[config.mk]
export PLATFORM = sky130hd
export DESIGN_NAME = sync_fifo_stream_rd
export DESIGN_NICKNAME = d
export VERILOG_FILES = /design/src/rtl/sync_fifo_stream_rd.sv
export SDC_FILE = /design/constraint.sdc
export NUM_CORES = 1
export LEC_CHECK = 0
export ABC_AREA = 1
export CAP_MARGIN = 0
export CORE_MARGIN = 2
export CORE_UTILIZATION = 54
export CTS_CLUSTER_DIAMETER = 50
export CTS_CLUSTER_SIZE = 10
export DETAILED_ROUTE_END_ITERATION = 8
export PLACE_DENSITY = 0.81
export RECOVER_POWER = 50
export SYNTH_ARGS = -nofsm -noshare
export SYNTH_HDL_FRONTEND = slang
export SYNTH_SLANG_ARGS = --single-unit
[constraint.sdc]
create_clock -name clk -period 6.9 [get_ports clk]
set_input_delay 1.38 -clock clk [delete_from_list [all_inputs] [get_ports clk]]
set_output_delay 1.38 -clock clk [all_outputs]
set_load 0.01 [all_outputs]
[src/rtl/sync_fifo_stream_rd.sv]
// Downstream read adapter for the synchronous pointer FIFO.
// Issues FIFO reads, absorbs the one-cycle registered read latency in a
// two-entry skid buffer, and presents the words as a valid/ready stream
// framed into fixed-length packets with first/last markers.
module sync_fifo_stream_rd #(
    parameter int DATA_WIDTH = 8,
    parameter int PKT_LEN    = 16
) (
    input  logic                  clk,
    input  logic                  rst_n,
    output logic                  fifo_rd_en,
    input  logic [DATA_WIDTH-1:0] fifo_data,
    input  logic                  fifo_empty,
    output logic                  m_valid,
    input  logic                  m_ready,
    output logic [DATA_WIDTH-1:0] m_data,
    output logic                  m_first,
    output logic                  m_last,
    output logic                  pkt_done
);

    // Beat counter width; PKT_LEN = 2 still needs one bit.
    localparam int                BEAT_W    = (PKT_LEN > 2) ? $clog2(PKT_LEN) : 1;
    localparam logic [BEAT_W-1:0] LAST_BEAT = BEAT_W'(PKT_LEN - 1);

    // Buffer occupancy (0..2) and the read-issued-last-cycle marker.
    logic [1:0]            cnt_q, cnt_d;
    logic                  inflight_q, inflight_d;
    // buf0 is always the head; buf1 only holds a word while buf0 is occupied.
    logic [DATA_WIDTH-1:0] buf0_q, buf0_d;
    logic [DATA_WIDTH-1:0] buf1_q, buf1_d;
    logic [BEAT_W-1:0]     beat_cnt_q, beat_cnt_d;
    logic                  pkt_done_q, pkt_done_d;

    logic                  pop;
    logic [2:0]            occ_next;   // cnt + inflight - pop, also the next cnt
    logic [1:0]            tail_slot;  // slot the arriving word lands in

    assign m_valid  = (cnt_q != 2'd0);
    assign m_data   = buf0_q;
    assign m_first  = (beat_cnt_q == '0);
    assign m_last   = (beat_cnt_q == LAST_BEAT);
    assign pkt_done = pkt_done_q;

    // Occupancy bookkeeping and the read-enable decision (m_ready/fifo_empty
    // reach fifo_rd_en combinationally so a pop frees a slot the same cycle).
    always_comb begin
        pop        = m_valid && m_ready;
        occ_next   = {1'b0, cnt_q} + {2'b00, inflight_q} - {2'b00, pop};
        tail_slot  = cnt_q - {1'b0, pop};
        fifo_rd_en = rst_n && !fifo_empty && (occ_next < 3'd2);
    end

    // Next-state logic for buffer, framing counter and done pulse.
    always_comb begin
        // NOTE: every variable gets a default first so no path leaves it unassigned (no latch).
        cnt_d      = occ_next[1:0];
        inflight_d = fifo_rd_en;
        buf0_d     = buf0_q;
        buf1_d     = buf1_q;
        beat_cnt_d = beat_cnt_q;
        pkt_done_d = pop && m_last;

        // Pop shifts the second entry forward to the head.
        if (pop) begin
            buf0_d = buf1_q;
        end

        // The word requested last cycle is on fifo_data now; append it.
        if (inflight_q) begin
            if (tail_slot == 2'd0) begin
                buf0_d = fifo_data;
            end else begin
                buf1_d = fifo_data;
            end
        end

        // Framing advances only on an accepted beat, so stalls never skip a boundary.
        if (pop) begin
            if (beat_cnt_q == LAST_BEAT) begin
                beat_cnt_d = '0;
            end else begin
                beat_cnt_d = beat_cnt_q + BEAT_W'(1);
            end
        end
    end

    // State registers with synchronous active-low reset; a reset discards
    // buffered and in-flight words.
    always_ff @(posedge clk) begin
        if (!rst_n) begin
            cnt_q      <= 2'd0;
            inflight_q <= 1'b0;
            // NOTE: data registers are reset too so m_data reads 0 out of reset.
            buf0_q     <= '0;
            buf1_q     <= '0;
            beat_cnt_q <= '0;
            pkt_done_q <= 1'b0;
        end else begin
            // NOTE: non-blocking assignments so every flop samples pre-edge values.
            cnt_q      <= cnt_d;
            inflight_q <= inflight_d;
            buf0_q     <= buf0_d;
            buf1_q     <= buf1_d;
            beat_cnt_q <= beat_cnt_d;
            pkt_done_q <= pkt_done_d;
        end
    end

    // An arriving word must always find a free slot.
    assert property (@(posedge clk) disable iff (!rst_n)
        !(inflight_q && (cnt_q == 2'd2)));

endmodule

-- Yosys cells after proc, flatten, opt, wreduce, memory -nomap -nowiden
Index checks and enable logic that the tools add are counted.
- word-level logic and storage cells: 26
- output and inout bits: 13
- input port bits: 12
- register bits after elaboration: 24
- magnitude comparators: 1
- reductions and logical operators: 9
- muxes and demuxes: 4
- equality and inequality tests: 1
- bitwise operators: 1
- add/subtract/negate cells: 4
- operators with widths (operator ; count):
    $mux 8 ; 3
    $add 4x1->4 const B ; 1
    $eq 4x4->1 const B ; 1
    $logic_and 1x1->1 ; 4
    $logic_not 4->1 ; 1
    $mux 4 ; 1
    $add 2x1->3 ; 1
    $lt 3x2->1 const B ; 1
    $sub 3x1->3 ; 1
    $logic_not 2->1 ; 1
    $reduce_and 2->1 ; 1
    $reduce_bool 2->1 ; 1
    $sub 2x1->2 ; 1
    $logic_not 1->1 ; 1
    $not 1->1 ; 1

-- Logic depth before layout (Yosys ltp)
- depth after elaboration: 6
- mapped depth: 9
- depth with buffers taken out: 8

-- Worst setup path before layout
OpenSTA, ideal clock, no wires.
- path type: input -> output
- start: input m_ready
- end: output fifo_rd_en
- buffers on the path: 2
- setup slack: 2619 ps
- required time: 5520 ps
- stages: 8
- arrival: 2901 ps
- cells stage by stage: buf_4 > o21ai_1 > buf_2 > nand2_1 > nand2_1 > ha_1 > fa_1 > nor3_1
- cells in the longest elaborated chain, start to end: 4
- RTL lines (element ; RTL line ; text):
    start: declaration ; 15 ; input logic m_ready,
    $logic_and 1x1->1 ; 48 ; pop = m_valid && m_ready;
    $sub 3x1->3 ; 49 ; occ_next = {1'b0, cnt_q} + {2'b00, inflight_q} - {2'b00, pop};
    net occ_next[1] ; 36 ; logic [2:0] occ_next;
    $lt 3x2->1 ; 51 ; fifo_rd_en = rst_n && !fifo_empty && (occ_next < 3'd2);
    $logic_and 1x1->1 ; 51 ;
    end: declaration ; 11 ; output logic fifo_rd_en,
The timed path passes the listed nets, and every way through them passes these cells.

-- Final worst setup path
Ends and elaborated chain as after synthesis.

==> summary.md <==
| Metric | Value |
|---|---|
| Status | finished clean |
| Syn Area/Cell | 6.31 µm² |
| PD cells | 310 nW/µm² |
| Placeable Area | 2210 µm² |
| Cell mode on critical path | nand2_1 |
| Post-DP HPWL | between 1500 and 2000 µm |
| GRT Residual Overflow | 0 |
| Largest net degree at the start of global routing | 23 |
| Routability cong. | 0.791 |
| Post-synth EDFFs | 0 |
| Max Cap Viol | 0 |
| First-pass GRT wire length | 4780 µm |
| Worst VDD drop | 0.192 mV |
| Simple-Gate Fraction of Synth Area | 0.391 |
| Wire per inst | 10.8 µm |
| XOR/XNOR Fraction of Synth Area | 0.00698 |
| Initial DRT Pass Iterations | 4 |
| Largest area contributor in the netlist | dfxtp_1 |
| Leak Pwr | 0.755 nW |
| Via density | 5.00 |
| Crit-path slowest cell | dlygate4sd3_1 |
| Post-synthesis mux area share | 0 |
| Register-to-register setup slack | 4.39 ns |
| Die W | 52.2 µm |
| IO Pins | 25 |
| Fraction of registers with async set/reset | 0 |
| RR Startpoint | cnt_q[1] |
| Fin crit share | 0.841 |
| Clock transition at path regs | 0.13 ns |
| Dpl cells | 245 |
| Crit Path Max Fanout | 13 |
| R2R depth | 6 |
| Final setup margin | roughly 1.1 ns |
| Area Overhead vs Synth | 20.3% |
| Global Route Usage Sum | 0.233 |
| Via count | between 1000 and 1500 |
| Final Hold Viols | 0 |
| Synthesized area | between 1000 and 1500 µm² |
| Fillers | 216 |
| DRC viols | 0 |
| Max Fclk | 172 MHz |
| Worst EP required | 5.52 ns |
| Setup-failing EPs final | 0 |
| CTS Buf Count | 3 |
| Clock Skew | between 0.002 and 0.003 ns |
| Max_slew headroom | 0.104 |
| Setup crit end | fifo_rd_en |
| Worst Hold Class | flip-flop to flip-flop |
| Crit-path cells | dlygate4sd3_1 > o21ai_0 > nand2_1 > nand2_1 > ha_1 > fa_1 > nor3_1 > clkdlybuf4s50_1 |
| Tightest Pin Transition | 1.33 ns |
| Startpoint types | primary input |
| Setup_tns | 0 ns |
| Synth Warn # | 0 |
| Tot Pwr | 468 µW |
| IO buf count | 24 |
| Vias in the first global route | around 1200 |
| Setup repair bufs after CTS | 0 |
| Non-filler cells, final | 248 |
| Share of cells above drive strength 1 | 0.0318 |
| Slowest Stage Delay on Critical Path | 0.78 ns |
| Distinct cells, synth | 21 |
| Sequential area share after synthesis | 0.383 |
| Worst slack, placed | 1.31 ns |
| Root buf cell | clkbuf_4 |
| Clk_lat worst skew | 0.31 ns |
| Syn_nets | about 220 |
| Tmin final | 5.80 ns |
| Row Count | 17 |
| Initial antenna violation count | 0 |
| Commonest cells after routing, fill and taps aside | nand2_1 (58), inv_1 (35), nor2_1 (33) |
| Clock Path Buffers | 2 |
| Top FF cell, synth | dfxtp_1 |
| Antenna cell count | 0 |
| Adder-cell area share of the yosys netlist | 0.0459 |
| Commonest non-fill, non-tap cell in the layout | nand2_1 |
| Die ar. | 2730 µm² |
| #FFs+latches synth | 24 |
| Clock Sinks | 24 |
| Die Ht | 52.2 µm |
| Largest family of logic cells by synthesized area | simple AND/OR/NAND/NOR gates |
| WHS Path Cells | 2 |
| Reg-to-reg endpoint | inflight_q |
| Max Slew Vio Count | 0 |
| Final net count | 238 |
| Critical path type | primary input to output pin |
| TritonCTS clock tree | built |
| Final WL | 2690 µm |
| Post-CTS sizing | 0 |
| Starting density of the core | 0.567 |
| Post-cts hold buffer count | 0 |
| Htree depth | 1 |
| Initial DRC count | 41 |
| Post-Synthesis Cells | about 200 |
| Final ANT Viol Nets | 0 |
| Unrepaired setup endpoints after global routing | no |
| Synth top area cells | dfxtp_1 (38%), nand2_1 (17%), nand3_1 (10%), inv_1 (10%), nor2_1 (9.6%) |
| Critical path capture point type | output pin |
| Crit path from | m_ready |
| Arr. time, crit path | 4.42 ns |
| Post-synth top area share | 0.383 |
| Area fraction in compound gates after synthesis | 0.0399 |
[layout make-up]
cell class              count  area, µm²  area share
clock buffers               3       22.5      0.0149
multi-input cells         132        593       0.393
repair buffers             24        240       0.159
flip-flops and latches     24        480       0.318
inverters                  37        139      0.0920
well taps                  28       35.0      0.0232
[cells by family after synthesis]
logic type / count (synthesis)
buffers and inverters: 43
XOR/XNOR: 1
AO/OA/AOI/OAI: 7
AND/OR/NAND/NOR: 120
flip-flops: 24
adder cells (fa/ha/maj): 4
[how the worst min path moves through the flow]
| stage | start | to | slack (ns) |
|---|---|---|---|
| after global routing | beat_cnt_q[0] | beat_cnt_q[0] | 0.55 |
| after global placement | beat_cnt_q[0] | beat_cnt_q[0] | 0.49 |
| final | beat_cnt_q[1] | beat_cnt_q[1] | 0.52 |
| after detailed placement | beat_cnt_q[1] | beat_cnt_q[1] | 0.50 |
| after CTS | beat_cnt_q[1] | beat_cnt_q[1] | 0.51 |
| after floorplan | beat_cnt_q[1] | beat_cnt_q[1] | 0.46 |
[flip-flops by register name, summed over array words and instances (netlist names)]
signal	cells
pkt_done	1
m_data	8
inflight_q	1
cnt_q	2
buf1_q	8
beat_cnt_q	4
[cell usage after synthesis, types with 2 or more instances]
master    n
a21oi_1   2
buf_1     2
buf_2     2
dfxtp_1  24
ha_1      3
inv_1    34
inv_2     3
nand2_1  58
nand3_1  26
nor2_1   32
nor3_1    2
o21ai_1   2
[worst max-delay path, delay by kind of cell]
| family | cells | cell delay (ns) |
|---|---|---|
| AOI/OAI and AO/OA | 1 | 0.58 |
| adders and majority gates | 2 | 0.66 |
| buffers and inverters | 2 | 1.34 |
| and+or+nand+nor | 3 | 0.46 |
[power breakdown]
group	switching, mW	total [mW]	internal (mW)
clock network	0.0410	0.0614	0.0204
registers	0.0336	0.205	0.171
logic	0.113	0.202	0.0890
[layer usage]
layer | GRT usage | share of wire | vias to the layer above | wire [µm]
li1 | - | - | 638 | -
met5 | 0 | 0 | - | 0
met3 | 0.0257 | 0.040 | 2 | 108
met1 | 0.278 | 0.44 | 561 | 1190
met2 | 0.414 | 0.51 | 39 | 1370
met4 | 0.111 | 0.0063 | 0 | 17
[metrics by stage]
stage / area [µm²] / hold WS, ns / utilization
2_1_floorplan: 1250 / 0.463 / -
3_3_place_gp: 1500 / 0.486 / 0.679
3_5_place_dp: 1500 / 0.496 / 0.679
4_1_cts: 1520 / 0.515 / 0.689
5_1_grt: 1510 / 0.546 / 0.683
6_report: 1510 / 0.516 / 0.683
No activity file was read; power rests on OpenSTA's default activity.
